**config.mk**
```make
export PLATFORM = sky130hd
export DESIGN_NAME = bnn_conv_engine
export DESIGN_NICKNAME = d
export VERILOG_FILES = /design/src/rtl/bnn_conv_pkg.sv /design/src/rtl/bnn_pe.sv /design/src/rtl/bnn_conv_engine.sv
export SDC_FILE = /design/constraint.sdc
export NUM_CORES = 1
export LEC_CHECK = 0
export ABC_AREA = 1
export BUFFER_PORTS_ARGS = -buffer_cell sky130_fd_sc_hd__buf_2
export CAP_MARGIN = 20
export CELL_PAD_IN_SITES_DETAIL_PLACEMENT = 1
export CELL_PAD_IN_SITES_GLOBAL_PLACEMENT = 1
export CORE_MARGIN = 2
export CORE_UTILIZATION = 51
export CTS_BUF_LIST = sky130_fd_sc_hd__clkbuf_8
export DETAILED_ROUTE_END_ITERATION = 8
export PLACE_DENSITY = 0.93
export SYNTH_ARGS = -nofsm -noshare
export SYNTH_HDL_FRONTEND = slang
export SYNTH_SLANG_ARGS = --single-unit
```
**constraint.sdc**
```tcl
create_clock -name clk -period 9.2 [get_ports clk]
set_input_delay 1.84 -clock clk [delete_from_list [all_inputs] [get_ports clk]]
set_output_delay 1.84 -clock clk [all_outputs]
set_load 0.05 [all_outputs]
```
**src/rtl/bnn_conv_pkg.sv**
```systemverilog
// bnn_conv_pkg: shared FSM encoding and constants for the binary conv engine
package bnn_conv_pkg;
  typedef enum logic [2:0] {IDLE, LOAD_W, HDR, FILL, CONV, DONE} state_t;
  localparam int KSIZE = 3;
  localparam int DEFAULT_THRESH = 5;
  localparam logic [31:0] END_HDR = 32'hFFFF_FFFF;
endpackage

```
**src/rtl/bnn_pe.sv**
```systemverilog
// bnn_pe: XNOR-popcount-threshold on one 3x3 binary window
module bnn_pe (
  input  logic [8:0] kernel,
  input  logic [8:0] window,
  input  logic [3:0] thresh,
  output logic       hit
);
  logic [8:0] match;
  logic [3:0] cnt;
  always_comb begin
    match = ~(kernel ^ window);
    cnt = '0;
    for (int i = 0; i < 9; i++) cnt = cnt + 4'(match[i]);
    hit = cnt >= thresh;
  end
endmodule

```
**src/rtl/bnn_conv_engine.sv**
```systemverilog
// bnn_conv_engine: streams N x N binary matrices through a 3x3 XNOR conv into SRAM
// BNN_CONV_THRESH_EN: threshold loaded from wmem[1][3:0] instead of fixed majority
module bnn_conv_engine
  import bnn_conv_pkg::*;
#(
  parameter int DATA_W = 16,
  parameter int ADDR_W = 12
) (
  input  logic              clk,
  input  logic              reset_b,
  input  logic              dut_run,
  output logic              dut_busy,
  output logic [ADDR_W-1:0] dut_sram_read_address,
  input  logic [DATA_W-1:0] sram_dut_read_data,
  output logic [ADDR_W-1:0] dut_sram_write_address,
  output logic [DATA_W-1:0] dut_sram_write_data,
  output logic              dut_sram_write_enable,
  output logic [ADDR_W-1:0] dut_wmem_read_address,
  input  logic [DATA_W-1:0] wmem_dut_read_data
);
  localparam int NW = $clog2(DATA_W + 1);
  localparam int PW = DATA_W - 2;
  state_t state;
  logic ph;
  logic [8:0] kernel;
  logic [3:0] thresh;
  logic [DATA_W-1:0] r0, r1, r2;
  logic [NW-1:0] n, rows_rd;
  logic [ADDR_W-1:0] out_addr;
  logic [PW-1:0] hits, mask;
  logic end_hdr, unused_w;
  assign unused_w = ^wmem_dut_read_data;
  assign end_hdr = sram_dut_read_data < DATA_W'(KSIZE) || sram_dut_read_data > DATA_W'(DATA_W) ||
                   sram_dut_read_data == END_HDR[DATA_W-1:0];
`ifndef BNN_CONV_THRESH_EN
  assign thresh = 4'(DEFAULT_THRESH);
`endif
  // r0 is the oldest row; kernel bit 3*r+c pairs with row r, column j+c
  for (genvar j = 0; j < PW; j++) begin : g_pe
    bnn_pe u_pe (
      .kernel(kernel),
      .window({r2[j+2:j], r1[j+2:j], r0[j+2:j]}),
      .thresh(thresh),
      .hit(hits[j])
    );
    assign mask[j] = j < int'(n) - 2;
  end
  // every memory read spends ph=0 waiting on the SRAM and captures at ph=1
  always_ff @(posedge clk or negedge reset_b)
    if (!reset_b) begin
      state <= IDLE;
      ph <= 1'b0;
      kernel <= '0;
`ifdef BNN_CONV_THRESH_EN
      thresh <= '0;
`endif
      r0 <= '0;
      r1 <= '0;
      r2 <= '0;
      n <= '0;
      rows_rd <= '0;
      out_addr <= '0;
      dut_busy <= 1'b0;
      dut_sram_read_address <= '0;
      dut_sram_write_address <= '0;
      dut_sram_write_data <= '0;
      dut_sram_write_enable <= 1'b0;
      dut_wmem_read_address <= '0;
    end else begin
      dut_sram_write_enable <= 1'b0;
      case (state)
        IDLE: if (dut_run) begin
          state <= LOAD_W;
          dut_busy <= 1'b1;
          ph <= 1'b0;
          out_addr <= '0;
          dut_sram_read_address <= '0;
          dut_wmem_read_address <= '0;
        end
        LOAD_W: begin
          ph <= ~ph;
          if (ph) begin
`ifdef BNN_CONV_THRESH_EN
            if (dut_wmem_read_address == '0) begin
              kernel <= wmem_dut_read_data[8:0];
              dut_wmem_read_address <= ADDR_W'(1);
            end else begin
              thresh <= wmem_dut_read_data[3:0];
              state <= HDR;
            end
`else
            kernel <= wmem_dut_read_data[8:0];
            state <= HDR;
`endif
          end
        end
        HDR: begin
          ph <= ~ph;
          if (ph) begin
            if (end_hdr) state <= DONE;
            else begin
              n <= NW'(sram_dut_read_data);
              rows_rd <= '0;
              dut_sram_read_address <= dut_sram_read_address + ADDR_W'(1);
              state <= FILL;
            end
          end
        end
        FILL: begin
          ph <= ~ph;
          if (ph) begin
            r0 <= r1;
            r1 <= r2;
            r2 <= sram_dut_read_data;
            rows_rd <= rows_rd + NW'(1);
            dut_sram_read_address <= dut_sram_read_address + ADDR_W'(1);
            if (rows_rd >= NW'(2)) state <= CONV;
          end
        end
        CONV: begin
          dut_sram_write_enable <= 1'b1;
          dut_sram_write_address <= out_addr;
          dut_sram_write_data <= DATA_W'(hits & mask);
          out_addr <= out_addr + ADDR_W'(1);
          state <= rows_rd == n ? HDR : FILL;
        end
        DONE: begin
          state <= IDLE;
          dut_busy <= 1'b0;
        end
        default: state <= IDLE;
      endcase
    end
endmodule

```
Word level (Yosys, flattened, before mapping)
Index checks and enable logic that the tools add are counted.
{"block": "classes", "add_sub_neg": 116, "order_cmp": 31, "n_eq_ne": 13, "n_mux": 23, "bitwise": 31, "reduce_logical": 18}
{"op": "4-bit by 1-bit adder with 4-bit output", "count": 98}
{"op": "9-bit inverter", "count": 14}
{"op": "9-bit XOR", "count": 14}
{"op": "4-bit by 3-bit >= comparator with 1-bit output, second input constant", "count": 14}
{"op": "12-bit two-way mux", "count": 4}
{"op": "5-bit by 6-bit < comparator with 1-bit output, first input constant", "count": 6}
{"op": "12-bit one-hot mux with 3 select lines", "count": 1}
{"op": "1-bit by 1-bit adder with 2-bit output", "count": 14}
{"op": "12-bit by 1-bit adder with 12-bit output, second input constant", "count": 2}
{"op": "4-bit by 6-bit < comparator with 1-bit output, first input constant", "count": 4}
{"op": "12-bit one-hot mux with 2 select lines", "count": 1}
{"op": "3-bit two-way mux", "count": 6}
{"op": "16-bit equality test, second input constant", "count": 1}
{"op": "16-bit by 5-bit > comparator with 1-bit output, second input constant", "count": 1}
{"op": "16-bit by 2-bit < comparator with 1-bit output, second input constant", "count": 1}
{"op": "5-bit two-way mux", "count": 3}
{"op": "3-bit one-hot mux with 5 select lines", "count": 1}
{"op": "14-bit AND", "count": 1}
{"op": "3-bit by 6-bit < comparator with 1-bit output, first input constant", "count": 2}
{"op": "2-bit != test, second input constant", "count": 6}
{"op": "5-bit one-hot mux with 2 select lines", "count": 1}
{"op": "2-bit AND reduction", "count": 5}
{"op": "5-bit AND reduction", "count": 2}
{"op": "2-bit nonzero test", "count": 4}
{"op": "other kinds (18)", "count": 26}
{"block": "totals", "register_bits": 125, "elab_cells": 246}

Logic depth before layout (Yosys ltp)
{"block": "depth", "word_depth": 12, "mapped_depth": 19, "mapped_depth_nobuf": 17}

Hierarchy
Synthesis repeated with hierarchy kept, for this count alone.
{"block": "hier_totals", "cells_unflattened": 1323, "area_unflattened_um2": 10905.5}
{"module": "bnn_conv_engine", "n_inst": 1, "cells_per_inst": 707, "area_per_inst_um2": 5860.6}
{"module": "bnn_pe (g_pe[11].u_pe ...)", "n_inst": 7, "cells_per_inst": 44, "area_per_inst_um2": 361.6}
{"module": "bnn_pe (g_pe[0].u_pe ...)", "n_inst": 7, "cells_per_inst": 44, "area_per_inst_um2": 359.1}

Worst setup path before layout
No wires, ideal clock.
{"block": "synth_timing", "path_kind": "flip-flop to flip-flop", "startpoint": "register kernel[0]", "endpoint": "register dut_sram_write_data[10]", "arrival_ps": 3930, "path_slack_ps": 5143, "stages_incl_launch_ff": 18, "synth_period_minus_slack_ps": 4057, "cell_sequence": "dfrtp_1 -> clkbuf_1 -> buf_2 -> xnor2_1 -> ha_1 -> inv_1 -> fa_1 -> fa_1 -> fa_1 -> inv_1 -> ha_1 -> inv_1 -> fa_1 -> or2_2 -> o211ai_1 -> nand3b_1 -> nand2_1 -> o21ai_0"}
{"block": "synth_via", "elab_chain_len": 12}
{"item": "from (decl)", "line_no": "bnn_conv_engine.sv:25", "text": "logic [8:0] kernel;"}
{"item": "from (signal assigned)", "line_no": "bnn_conv_engine.sv:92", "text": "kernel <= wmem_dut_read_data[8:0];"}
{"item": "9-bit XOR", "line_no": "bnn_pe.sv:11", "text": "match = ~(kernel ^ window);"}
{"item": "9-bit inverter", "line_no": "bnn_pe.sv:11"}
{"item": "1-bit by 1-bit adder with 2-bit output", "line_no": "bnn_pe.sv:13", "text": "for (int i = 0; i < 9; i++) cnt = cnt + 4'(match[i]);"}
{"item": "4-bit by 1-bit adder with 4-bit output (7 in series)", "line_no": "bnn_pe.sv:13"}
{"item": "4-bit by 3-bit >= comparator with 1-bit output", "line_no": "bnn_pe.sv:14", "text": "hit = cnt >= thresh;"}
{"item": "14-bit AND", "line_no": "bnn_conv_engine.sv:123", "text": "dut_sram_write_data <= DATA_W'(hits & mask);"}
{"item": "to (signal assigned)", "line_no": "bnn_conv_engine.sv:123"}
{"item": "to (decl)", "line_no": "bnn_conv_engine.sv:16", "text": "output logic [DATA_W-1:0] dut_sram_write_data,"}
No other way between the ends.
A chain may end at the register's enable or synchronous reset.

Worst setup path after layout
{"block": "layout_timing", "startpoint": "register kernel[1]", "endpoint": "register dut_sram_write_data[3]"}
Same word-level chain as after synthesis.

==> summary.md <==
| Metric | Value |
|---|---|
| CP required | 9620 ps |
| Die Span Y | 147.0 µm |
| Deepest clock path buffer count | 2 |
| Core Footprint | a little over 20000 µm² |
| Warnings, synthesis | 0 |
| Yosys reg bits | 123 |
| Final ANT Viol Nets | 0 |
| Initial antenna violation count | 0 |
| Largest delay share family, worst path | adder cells |
| Final setup margin | roughly 4200 ps |
| Clk_skew | 10.33 ps |
| Max Cap Viol | 0 |
| Sink Count | around 120 |
| Placer Congestion | roughly 0.8 |
| Worst slew margin | 0.2848 |
| CTS resizes | 0 |
| Post-CTS Hold Fix Bufs | 0 |
| Met3 Track Usage GR | 0.04783 |
| H-Tree Depth | 4 |
| Total Routing Usage GR | 0.3146 |
| Pre-Repair DR Iteration Count | 5 |
| Total gr overflow | 0 |
| Residual DRC count | 0 |
| Num CTS Buffers | 17 |
| Initial Utilization | 0.5172 |
| Slew @ Worst Pin | ~1100 ps |
| Top-area cell type share of the netlist area | 0.2951 |
| Mean post-synth cell area | around 8.3 µm² |
| Die width | ~150 µm |
| # rows | 52 |
| Vias in the first global route | 9929 |
| Post-synthesis sequential area ratio | 0.2951 |
| RSZ-0062 raised after global routing | false |
| Synth cell types | 38 |
| Finish-stage setup viols | 0 |
| Hold Crit Class | register to register |
| Die area | 21610 µm² |
| Sequential cell area | 3078 µm² |
| Layout cells sized above 1 | 0.09823 |
| Utilization of the core after routing | 0.5579 |
| Met2 Track Usage GR | 0.5617 |
| R2r setup slk | around 4200 ps |
| Top post-synthesis cells by area | dfrtp_1, fa_1, nand2_1, ha_1, xor2_1 |
| Nets | 1484 |
| Synth Cell Area | 10430 µm² |
| Multi-input gate area | 6379 µm² |
| Period utilization | 0.5394 |
| Placed cell area | between 10000 and 15000 µm² |
| Worst slack, placed | 4331 ps |
| Startpoint Class | register |
| Drt total wl | around 33 mm |
| Met1 usage | 0.3545 |
| Leading area contributor after synthesis | dfrtp_1 |
| Final Instance Area | roughly 11000 µm² |
| Reg clk slew, reported paths | 90 ps |
| Critical path, cell by cell | xnor2_1, ha_1, inv_1, fa_1, fa_1, fa_1, inv_1, ha_1, inv_1, fa_1, inv_1, o21ai_0, o21ai_0, nand3_1, nand2_1 |
| Post-CTS setup buffer count | 0 |
| Root buf cell | clkbuf_8 |
| FF-to-FF End | dut_sram_write_data[3] |
| Layout area overhead | 7.868% |
| Max Slew Vio Count | 0 |
| Antenna cells | 0 |
| Largest net degree at the start of global routing | 71 |
| Post-DP HPWL | 22.68 mm |
| 1st-iter DRT viols | around 530 |
| Vias | 8733 |
| DR vias/cell | roughly 5.6 |
| Fmax | 201.5 MHz |
| I/O pins | 89 |
| Slowest stage delay, CP | 1010 ps |
| Clk_lat worst skew | 480 ps |
| Crit path to | dut_sram_write_data[3] |
| Crit path max-delay cell type | dfrtp_1 |
| CTS tree | done |
| Critical path class | register to register |
| WP buf/inv | 4 |
| Mapped Cells | 1254 |
| Final TNS setup | 0 ps |
| Gr busiest metal | met2 |
| R2R depth | 15 |
| Critical Path Source | kernel[1] |
| CP Capture Type | register |
| Endpoints failing hold | 0 |
| CP Max Fanout | 15 |
| Critical Path AT | ~5400 ps |
| Levels on crit path | 15 |
| WL/cell | about 21 µm |
| RR Startpoint | kernel[1] |
| PortBufs | 67 |
| First-pass GRT wire length | roughly 53 mm |
| Post-route minimum period | between 4000 and 5000 ps |
| Status | completed |
| Fillers | around 2500 |
-- routing by layer --
metal | share of wire | vias up
met5 | 0 | -
met4 | 0.062 | 0
met3 | 0.048 | 150
met2 | 0.51 | 351
met1 | 0.38 | 4365
li1 | - | 3867
-- worst min-delay path, stage by stage (launching register included) --
cell and delay, ps:
dfrtp_1 340, nand2_1 50, nand2_1 50
-- stage by stage --
step | std cells | hold slack (ps)
finish | 1573 | 477.9
global route | 1573 | 508.9
CTS | 1573 | 482.0
detailed placement | 1541 | 460.6
global placement | 1541 | 461.3
floorplan | 1267 | 461.0
-- sequential cells by signal, indices dropped and copies added, names as in the netlist, 5 cells and up --
register,flops
n,5
dut_sram_write_address,12
r1,16
r2,16
dut_sram_write_data,14
dut_sram_read_address,12
r0,16
out_addr,12
rows_rd,5
kernel,9
-- worst min path at each step --
stage                                    startpoint                         to  slack [ps]  cells past startpoint
final                        dut_sram_write_data[3]     dut_sram_write_data[3]         480                      2
after global routing         dut_sram_write_data[3]     dut_sram_write_data[3]         510                      2
after CTS                 dut_sram_write_address[9]  dut_sram_write_address[9]         480                      2
after detailed placement  dut_sram_write_address[9]  dut_sram_write_address[9]         460                      2
after global placement    dut_sram_write_address[0]  dut_sram_write_address[0]         460                      2
after floorplan                              r0[15]                     r0[15]         460                      2
-- final cells by class --
type	instances	area share
multi-input cells	896	0.5669
flip-flops and latches	123	0.2735
inverters	182	0.06071
repair buffers	70	0.03203
well taps	270	0.03002
clock buffers	19	0.02324
clock inverters	13	0.01357
-- layout by cell type, fill, tap and decap left out, types with 2 or more instances in the layout --
cell type     n
xor2_1       91
bufinv_16     2
o211ai_1      3
buf_4         4
nand3b_1      6
clkbuf_8     19
fa_1         70
mux2_1        9
buf_2        66
ha_1         89
nor2_1       71
a21oi_1      23
inv_1       174
clkinvlp_4    3
o21ai_0      48
or2_2         6
nor3_1        3
nand2_1     323
a31oi_1       2
xnor2_1      50
inv_6         8
o22ai_1       2
nand4_1       9
nand2_2       5
conb_1       14
a21boi_0      2
inv_2         8
nor2_2        4
nand3_1      57
dfrtp_1     123
-- cells by family after synthesis --
group           count (synthesis)  synth area share
compound gates                 85           0.04366
xor+xnor                      141            0.1184
fa+ha+maj                     159            0.2411
buf+inv                       248           0.09812
flops                         123            0.2951
mux                            10           0.01068
other cells                     1         0.0003595
simple gates                  487            0.1926
-- cells in the mapped netlist --
| cell | instances |
|---|---|
| inv_2 | 8 |
| nand3_1 | 57 |
| mux2_1 | 9 |
| o32ai_1 | 1 |
| o22ai_1 | 2 |
| conb_1 | 1 |
| inv_1 | 174 |
| nand2_1 | 323 |
| o211ai_1 | 3 |
| o21bai_1 | 1 |
| nand3b_1 | 6 |
| nor2_4 | 1 |
| nand4_1 | 9 |
| xnor2_1 | 50 |
| ha_1 | 89 |
| buf_2 | 20 |
| nor2_2 | 4 |
| o21ai_2 | 1 |
| a31oi_1 | 2 |
| or2_2 | 6 |
| o21ai_0 | 48 |
| or2_0 | 1 |
| o21ai_1 | 1 |
| xor2_1 | 91 |
| mux2i_1 | 1 |
| nor2_1 | 71 |
| a21oi_1 | 23 |
| nand2_2 | 5 |
| nand3_4 | 1 |
| clkbuf_1 | 27 |
| buf_6 | 1 |
| buf_4 | 16 |
| nor3_1 | 3 |
| buf_1 | 2 |
| fa_1 | 70 |
| a21boi_0 | 2 |
| a21boi_1 | 1 |
| dfrtp_1 | 123 |
Power is left out: the tool's default activity adds up to more than one toggle a clock period on the data nets, which glitch-free logic cannot reach.
